File: config.mk
export PLATFORM = sky130hd
export DESIGN_NAME = csr_tohost_ctrl
export DESIGN_NICKNAME = d
export VERILOG_FILES = /design/src/rtl/csr_pkg.sv /design/src/rtl/tohost_fifo.sv /design/src/rtl/csr_tohost_ctrl.sv
export SDC_FILE = /design/constraint.sdc
export NUM_CORES = 1
export LEC_CHECK = 0
export ABC_AREA = 0
export ABC_CLOCK_PERIOD_IN_PS = 4700
export BUFFER_PORTS_ARGS = -buffer_cell sky130_fd_sc_hd__buf_2
export CAP_MARGIN = 10
export CORE_ASPECT_RATIO = 1.25
export CORE_MARGIN = 2
export CORE_UTILIZATION = 45
export CTS_CLUSTER_SIZE = 12
export DETAILED_ROUTE_END_ITERATION = 16
export GPL_TIMING_DRIVEN = 0
export PLACE_DENSITY = 0.67
export SETUP_SLACK_MARGIN = 0.2
export SLEW_MARGIN = 25
export SYNTH_ARGS = -nofsm -noshare
export SYNTH_HDL_FRONTEND = slang
export SYNTH_HIERARCHICAL = 1
export SYNTH_SLANG_ARGS = --single-unit
File: constraint.sdc
create_clock -name clk -period 4.7 [get_ports clk]
set_clock_uncertainty 0.15 [all_clocks]
set_input_delay 0.235 -clock clk [delete_from_list [all_inputs] [get_ports clk]]
set_output_delay 0.235 -clock clk [all_outputs]
set_load 0.05 [all_outputs]
File: src/rtl/csr_pkg.sv
// Shared definitions for the tohost controller: state encoding, CSR write
// function codes, the pass code and the write-value selection helper.
package csr_pkg;

    typedef enum logic [1:0] {
        ST_RUN   = 2'd0,
        ST_DRAIN = 2'd1,
        ST_HALT  = 2'd2
    } state_e;

    localparam logic [2:0]  FUNCT3_CSRRW  = 3'b001;
    localparam logic [2:0]  FUNCT3_CSRRWI = 3'b101;
    localparam logic [31:0] PASS_CODE     = 32'h0000_0001;

    // Only the plain register and immediate write forms carry a payload.
    function automatic logic [31:0] csr_wval(input logic [2:0]  funct3,
                                             input logic [31:0] rs1,
                                             input logic [31:0] imm);
        logic [31:0] val;
        case (funct3)
            FUNCT3_CSRRW:  val = rs1;
            FUNCT3_CSRRWI: val = imm;
            default:       val = 32'h0000_0000;
        endcase
        return val;
    endfunction

endpackage

File: src/rtl/tohost_fifo.sv
// Power-of-two circular FIFO holding tohost words; full refuses pushes even
// when a pop happens in the same cycle.
module tohost_fifo #(
    parameter int DEPTH = 4
) (
    input  logic        clk,
    input  logic        rst,
    input  logic        push_i,
    input  logic [31:0] push_data_i,
    input  logic        pop_i,
    output logic        full_o,
    output logic        empty_o,
    output logic [31:0] head_o
);

    localparam int AW = $clog2(DEPTH);
    localparam int CW = AW + 1;

    logic [31:0]   mem_q [DEPTH];
    logic [AW-1:0] wr_ptr_q;
    logic [AW-1:0] rd_ptr_q;
    logic [CW-1:0] count_q;
    logic [CW-1:0] count_d;
    logic          push_ok_s;
    logic          pop_ok_s;

    assign full_o    = (count_q == CW'(DEPTH));
    assign empty_o   = (count_q == {CW{1'b0}});
    assign push_ok_s = push_i & ~full_o;
    assign pop_ok_s  = pop_i & ~empty_o;
    assign head_o    = empty_o ? 32'h0000_0000 : mem_q[rd_ptr_q];

    // Occupancy next-state from the accepted push/pop pair.
    always_comb begin
        count_d = count_q;
        case ({push_ok_s, pop_ok_s})
            2'b10:   count_d = count_q + CW'(1);
            2'b01:   count_d = count_q - CW'(1);
            default: count_d = count_q;
        endcase
    end

    // Pointers and occupancy; pointers wrap naturally at DEPTH.
    always_ff @(posedge clk or posedge rst) begin
        if (rst) begin
            wr_ptr_q <= {AW{1'b0}};
            rd_ptr_q <= {AW{1'b0}};
            count_q  <= {CW{1'b0}};
        end else begin
            if (push_ok_s) begin
                wr_ptr_q <= wr_ptr_q + AW'(1);
            end
            if (pop_ok_s) begin
                rd_ptr_q <= rd_ptr_q + AW'(1);
            end
            count_q <= count_d;
        end
    end

    // Storage needs no reset: the head is masked while empty.
    always_ff @(posedge clk) begin
        if (push_ok_s) begin
            mem_q[wr_ptr_q] <= push_data_i;
        end
    end

endmodule

File: src/rtl/csr_tohost_ctrl.sv
// tohost controller: round-robin arbitration between the pipeline CSR write
// and the debug port, a drain FIFO to the host, and the RUN/DRAIN/HALT FSM.
module csr_tohost_ctrl
    import csr_pkg::*;
#(
    parameter int DEPTH = 4
) (
    input  logic        clk,
    input  logic        rst,
    input  logic        csr_we,
    input  logic [2:0]  csr_funct3,
    input  logic [31:0] csr_rs1,
    input  logic [31:0] csr_imm,
    input  logic        dbg_we,
    input  logic [31:0] dbg_wdata,
    output logic        csr_stall,
    output logic        dbg_gnt,
    output logic        host_valid,
    output logic [31:0] host_data,
    input  logic        host_ready,
    output logic        done,
    output logic        pass,
    output logic [30:0] fail_code
);

    state_e      state_q;
    logic        rr_q;
    logic [31:0] term_q;

    logic [31:0] csr_val_s;
    logic [31:0] push_val_s;
    logic        gnt0_s;
    logic        gnt1_s;
    logic        push_s;
    logic        pop_s;
    logic        full_s;
    logic        empty_s;
    logic        can_gnt_s;
    logic        halt_s;

    assign csr_val_s = csr_wval(csr_funct3, csr_rs1, csr_imm);
    assign can_gnt_s = (state_q == ST_RUN) & ~full_s;

    // rr_q=1 means the debug port wins the next contended cycle.
    always_comb begin
        gnt0_s = 1'b0;
        gnt1_s = 1'b0;
        if (can_gnt_s) begin
            if (csr_we && dbg_we) begin
                gnt0_s = ~rr_q;
                gnt1_s = rr_q;
            end else begin
                gnt0_s = csr_we;
                gnt1_s = dbg_we;
            end
        end else begin
            gnt0_s = 1'b0;
            gnt1_s = 1'b0;
        end
    end

    assign push_s     = gnt0_s | gnt1_s;
    assign push_val_s = gnt1_s ? dbg_wdata : csr_val_s;
    assign pop_s      = host_valid & host_ready;
    assign csr_stall  = csr_we & ~gnt0_s;
    assign dbg_gnt    = dbg_we & gnt1_s;
    assign host_valid = ~empty_s;

    tohost_fifo #(
        .DEPTH(DEPTH)
    ) u_fifo (
        .clk        (clk),
        .rst        (rst),
        .push_i     (push_s),
        .push_data_i(push_val_s),
        .pop_i      (pop_s),
        .full_o     (full_s),
        .empty_o    (empty_s),
        .head_o     (host_data)
    );

    // Run/drain/halt sequencing, round-robin pointer and terminal value latch.
    always_ff @(posedge clk or posedge rst) begin
        if (rst) begin
            state_q <= ST_RUN;
            rr_q    <= 1'b0;
            term_q  <= 32'h0000_0000;
        end else begin
            case (state_q)
                ST_RUN: begin
                    if (push_s) begin
                        rr_q <= gnt0_s;
                    end
                    if (push_s && push_val_s[0]) begin
                        state_q <= ST_DRAIN;
                        term_q  <= push_val_s;
                    end
                end
                ST_DRAIN: begin
                    if (empty_s) begin
                        state_q <= ST_HALT;
                    end
                end
                ST_HALT: begin
                    state_q <= ST_HALT;
                end
                default: begin
                    state_q <= ST_RUN;
                end
            endcase
        end
    end

    assign halt_s    = (state_q == ST_HALT);
    assign done      = halt_s;
    assign pass      = halt_s & (term_q == PASS_CODE);
    assign fail_code = halt_s ? term_q[31:1] : 31'd0;

endmodule

Word level (Yosys, flattened, before mapping)
Memories as Yosys holds them, arrays and structs flattened. Cells that the tools add are included.

Register bits: 42. Memory bits (writable): 128. Output and inout port bits: 68. Logic and storage cells: 55. Memories kept: 1.

Memories: u_fifo.mem_q (words 4, width 32, read ports 1, clocked after memory_dff 0, write ports 1, RTL line tohost_fifo.sv:19) `logic [31:0] mem_q [DEPTH];`.

Add/subtract/negate cells: 4. Equality and inequality tests: 10. Multiplexer cells: 14. Bitwise gates (word level): 12. Reduce and logical (&&, ||, !) cells: 8.

Operator list (number): 32-bit 2-to-1 mux (2); 32-bit case mux with 2 select lines (1); 32-bit by 1-bit equality test with 1-bit output, second input constant (1); 31-bit 2-to-1 mux (1); 1-bit AND (7); 3-bit equality test, second input constant (2); 1-bit 2-to-1 mux (6); 2-bit case mux with 3 select lines (1); 3-bit case mux with 2 select lines (1); 2-bit AND reduction (3); 2-bit by 1-bit adder with 2-bit output, second input constant (2); 2-bit by 1-bit equality test with 1-bit output, second input constant (2); 2-bit equality test, second input constant (2); 2-bit 2-to-1 mux (2); 2-bit by 1-bit != test with 1-bit output, second input constant (2); 1-bit inverter (4); 3-bit by 1-bit adder with 3-bit output, second input constant (1); 3-bit by 1-bit equality test with 1-bit output, second input constant (1); 3-bit zero test (1); 3-bit by 1-bit subtractor with 3-bit output, second input constant (1); 1-bit logical AND (2); 2-bit zero test (1); 2-bit nonzero test (1); 1-bit bitwise OR (1).

Longest topological paths before layout
Depth in word-level cells: 8. Mapped depth: 12.

Hierarchy
The synthesis kept the hierarchy.

Modules (own cells, without submodules): tohost_fifo (times used 1, cells an instance 242, area each 5295.1 um^2, seq. area each 4018.9 um^2); csr_tohost_ctrl (times used 1, cells an instance 270, area each 2449.8 um^2, seq. area each 875.8 um^2).

Least setup slack after synthesis
No wires, ideal clock.

Path kind: register to output. From: register state_q[0]. To: output port pass. Data arrival time: 2.510 ns. Data required time: 4.315 ns. Path slack: 1.805 ns. Stages on the path, launching flop included: 6. Path buffers: 0. Cell sequence: dfrtp_1 inv_1 ha_1 nor4b_1 nand4_1 nor3_1.

Word-level cells in the longest chain between the ends: 2.

RTL lines: from (decl) (RTL line csr_tohost_ctrl.sv:26) `state_e state_q;`; from (signal assigned) (RTL line csr_tohost_ctrl.sv:85) `state_q <= ST_RUN;`; from (signal assigned) (RTL line csr_tohost_ctrl.sv:95) `state_q <= ST_DRAIN;`; from (signal assigned) (RTL line csr_tohost_ctrl.sv:101) `state_q <= ST_HALT;`; 2-bit equality test (RTL line csr_tohost_ctrl.sv:114) `assign halt_s = (state_q == ST_HALT);`; net done (RTL line csr_tohost_ctrl.sv:21) `output logic done,`; 1-bit AND (RTL line csr_tohost_ctrl.sv:116) `assign pass = halt_s & (term_q == PASS_CODE);`; to (decl) (RTL line csr_tohost_ctrl.sv:22) `output logic pass,`.

The timed path passes the listed nets, and every way through them passes these cells.

Final worst setup path
From: register u_fifo.count_q[0]. To: output port dbg_gnt.

Word-level cells in the longest chain between the ends: 5.

RTL lines: from (decl) (RTL line tohost_fifo.sv:22) `logic [CW-1:0] count_q;`; from (signal assigned) (RTL line tohost_fifo.sv:48) `count_q <= {CW{1'b0}};`; from (signal assigned) (RTL line tohost_fifo.sv:56) `count_q <= count_d;`; 3-bit equality test (RTL line tohost_fifo.sv:27) `assign full_o = (count_q == CW'(DEPTH));`; net full_s (RTL line csr_tohost_ctrl.sv:36) `logic full_s;`; 1-bit inverter (RTL line csr_tohost_ctrl.sv:42) `assign can_gnt_s = (state_q == ST_RUN) & ~full_s;`; 1-bit AND (RTL line csr_tohost_ctrl.sv:42); 1-bit 2-to-1 mux (RTL line csr_tohost_ctrl.sv:48) `if (can_gnt_s) begin`; 1-bit AND (RTL line csr_tohost_ctrl.sv:66) `assign dbg_gnt = dbg_we & gnt1_s;`; to (decl) (RTL line csr_tohost_ctrl.sv:17) `output logic dbg_gnt,`.

The timed path passes the listed nets, and every way through them passes these cells.

==> metrics <==
Req. time, crit path 4320 ps; Num CTS Buffers 17; vias in the first global route 5238; post-synth top area cell edfxtp_1; Adder-Cell Fraction of Synth Area 0.01712; top cells by count, synth edfxtp_1, dfrtp_1, and2_1, nor2b_1, nor3_1; total track usage 0.2258; most common cell in the netlist edfxtp_1; # H-tree levels 4; initial antenna violation count 0; setup ws final 1665 ps; xor and xnor area share after synthesis 0.006785; remaining global-route overflow 0; Num Clock Sinks 170; Setup crit end kind primary output; mux share of post-synthesis cell area 0.1433; die area 18280 um^2; Mapped Nets 626; count of port buffers added during placement 171; area grow syn2layout 24.20%; worst-skew pair later-pin latency 420 ps; main combinational cell family by area after synthesis multiplexers; crit start category register; Distinct cells, synth 40; first-pass GRT wire length 29730 um; nets@finish 822; Clock transition at path regs 60 ps; share of layout cells above drive strength 1 0.3994; status finished, final reports clean; Final min period 3035 ps; CTS tree yes; maxcap violations 0; largest net degree at the start of global routing 20; mapped cell area 7745 um^2; clock root buffer clkbuf_16; post-cts sizing count 0; CP Max Fanout 10; ant diodes 0; setup TNS 0 ps; CP max stage cell dfrtp_1; final setup vio count 0; Mapped Cells 512; number of routed nets with antenna violations 0; Hold Path Class in2reg; Die X 121.3 um; Max clock buf depth 2; Power Density 727.6 nW/um^2; Iteration-0 DRC Markers 426; VDD IR max 330.9 uV; Fin Hold WS 11.51 ps; worst-path cell chain nor3b_1 > nand3b_2 > nand2b_1 > clkbuf_1 > inv_1 > buf_2; WL/cell 21.35 um; Place WS 1797 ps; final worst-path cycle share 0.6457; Routed WL 20090 um; total power 6999 uW; crit-path max cell delay 430 ps; Starting Density 0.4598; DRC 0; Most used DFF post-synth edfxtp_1; Setup CP Type reg2out; post-synth top area share 0.4963; dominant cells by area after synthesis edfxtp_1, dfrtp_1, mux4_2, mux2_2, a22oi_1; Synth Area in Compound Gates 0.05945; Fin. Hold Viols 0; worst rel slew slack 0.3917; Pleak 0.003843 uW; Final HPWL DP 14970 um; Post-Synth Simple-Gate Area 0.1084; fin util 0.5711; row cnt 53; GPL Wtd Cong 0.8646; EDFF count, synth 128; Core Footprint 16840 um^2; Via density 5.601; synth warn 6; Slew Viols, Final 0; RSZ-0062 raised after global routing false; Synth Area per Inst 15.13 um^2; count of state elements after synthesis 170; R2R setup slack 1780 ps; Initial DRT Pass Iterations 5; FMAX 329.5 MHz; sequential element share of the synthesized area 0.6320; Arr. time, crit path 2650 ps; ys async rst share 0.2471; crit path buf inv count 3; Largest delay share family, worst path simple AND/OR/NAND/NOR gates; Vias 5271; worst-margin pin slew 910.5 ps; Ports 172; Vert. Die Dim 150.7 um
## stage by stage
step	area, um^2	instances
floorplan	7745	512
global placement	8876	903
detailed placement	9019	908
CTS	9619	941
global route	9619	941
finish	9619	941
## cell families after synthesis
kind of cell    count (synthesis)
flops                         170
simple gates                  141
compound gates                 71
mux                            66
buf+inv                        48
fa+ha+maj                      10
xor+xnor                        6
## final cells by class
cell class | count | area [um^2]
flip-flops and latches | 170 | 4895
clock inverters | 14 | 161.4
inverters | 14 | 52.55
well taps | 220 | 275.3
plain buffers | 34 | 202.7
clock buffers | 18 | 429.2
multi-input cells | 294 | 2600
fillers | 1397 | 7224
repair buffers | 177 | 1003
## final timing paths
| path | start | to | cells past startpoint |
|---|---|---|---|
| max in group asynchronous | rst | term_q[10] | 4 |
| min reg2reg | term_q[0] | term_q[0] | 1 |
| min | csr_we | rr_q | 3 |
| max | u_fifo/count_q[0] | dbg_gnt | 6 |
| max reg2reg | u_fifo/count_q[0] | term_q[30] | 6 |
| min in group asynchronous | rst | u_fifo/rd_ptr_q[0] | 3 |
## power by group
| group | switching (uW) | internal, uW | total [uW] |
|---|---|---|---|
| sequential | 177 | 2120 | 2300 |
| clock | 589 | 796 | 1380 |
| combinational | 2230 | 1090 | 3320 |
## flip-flops by register name (all words and copies together), names as in the netlist
signal           cells
rr_q                 1
u_fifo/count_q       3
state_q              2
u_fifo/wr_ptr_q      2
term_q              32
u_fifo/mem_q       128
u_fifo/rd_ptr_q      2
## what timing repair did
item | CTS | global route
buffers inserted | 0 | 0
hold buffers | 1 | 0
endpoints found under the hold margin | 23 | 0
## tightest hold or removal path: stages
cell and delay (ps):
buf_2 130, nand2b_1 90, o21ai_0 80
## placed cells by master (no fill, tap or decap), types with 3 or more instances in the layout
cell type,netlist,routed
buf_2,4,175
edfxtp_1,128,128
dfrtp_1,42,42
nor2b_1,34,34
nor3_1,33,33
a21oi_1,32,32
and2_1,36,32
a22oi_1,31,31
mux2_2,31,31
mux4_2,30,30
clkbuf_1,22,23
clkbuf_16,0,17
inv_1,14,13
ha_1,9,9
nor2_1,6,6
nand2_1,6,6
buf_6,5,5
nor4_1,5,5
buf_16,0,5
nand4_1,4,4
xor2_1,4,4
and2b_1,4,4
and2_2,0,4
nand2b_1,3,3
o2111ai_1,3,3
o21ai_0,3,3
clkinv_4,0,3
inv_8,0,3
## layer usage
layer,share of wire,routed length [um],vias to the layer above,global-route usage
li1,-,-,2346,-
met1,0.40,8085,2674,0.2824
met2,0.52,10480,225,0.3961
met3,0.058,1175,26,0.04053
met4,0.017,348,0,0.07759
met5,0,0,-,0
No activity file was read; power rests on OpenSTA's default activity.
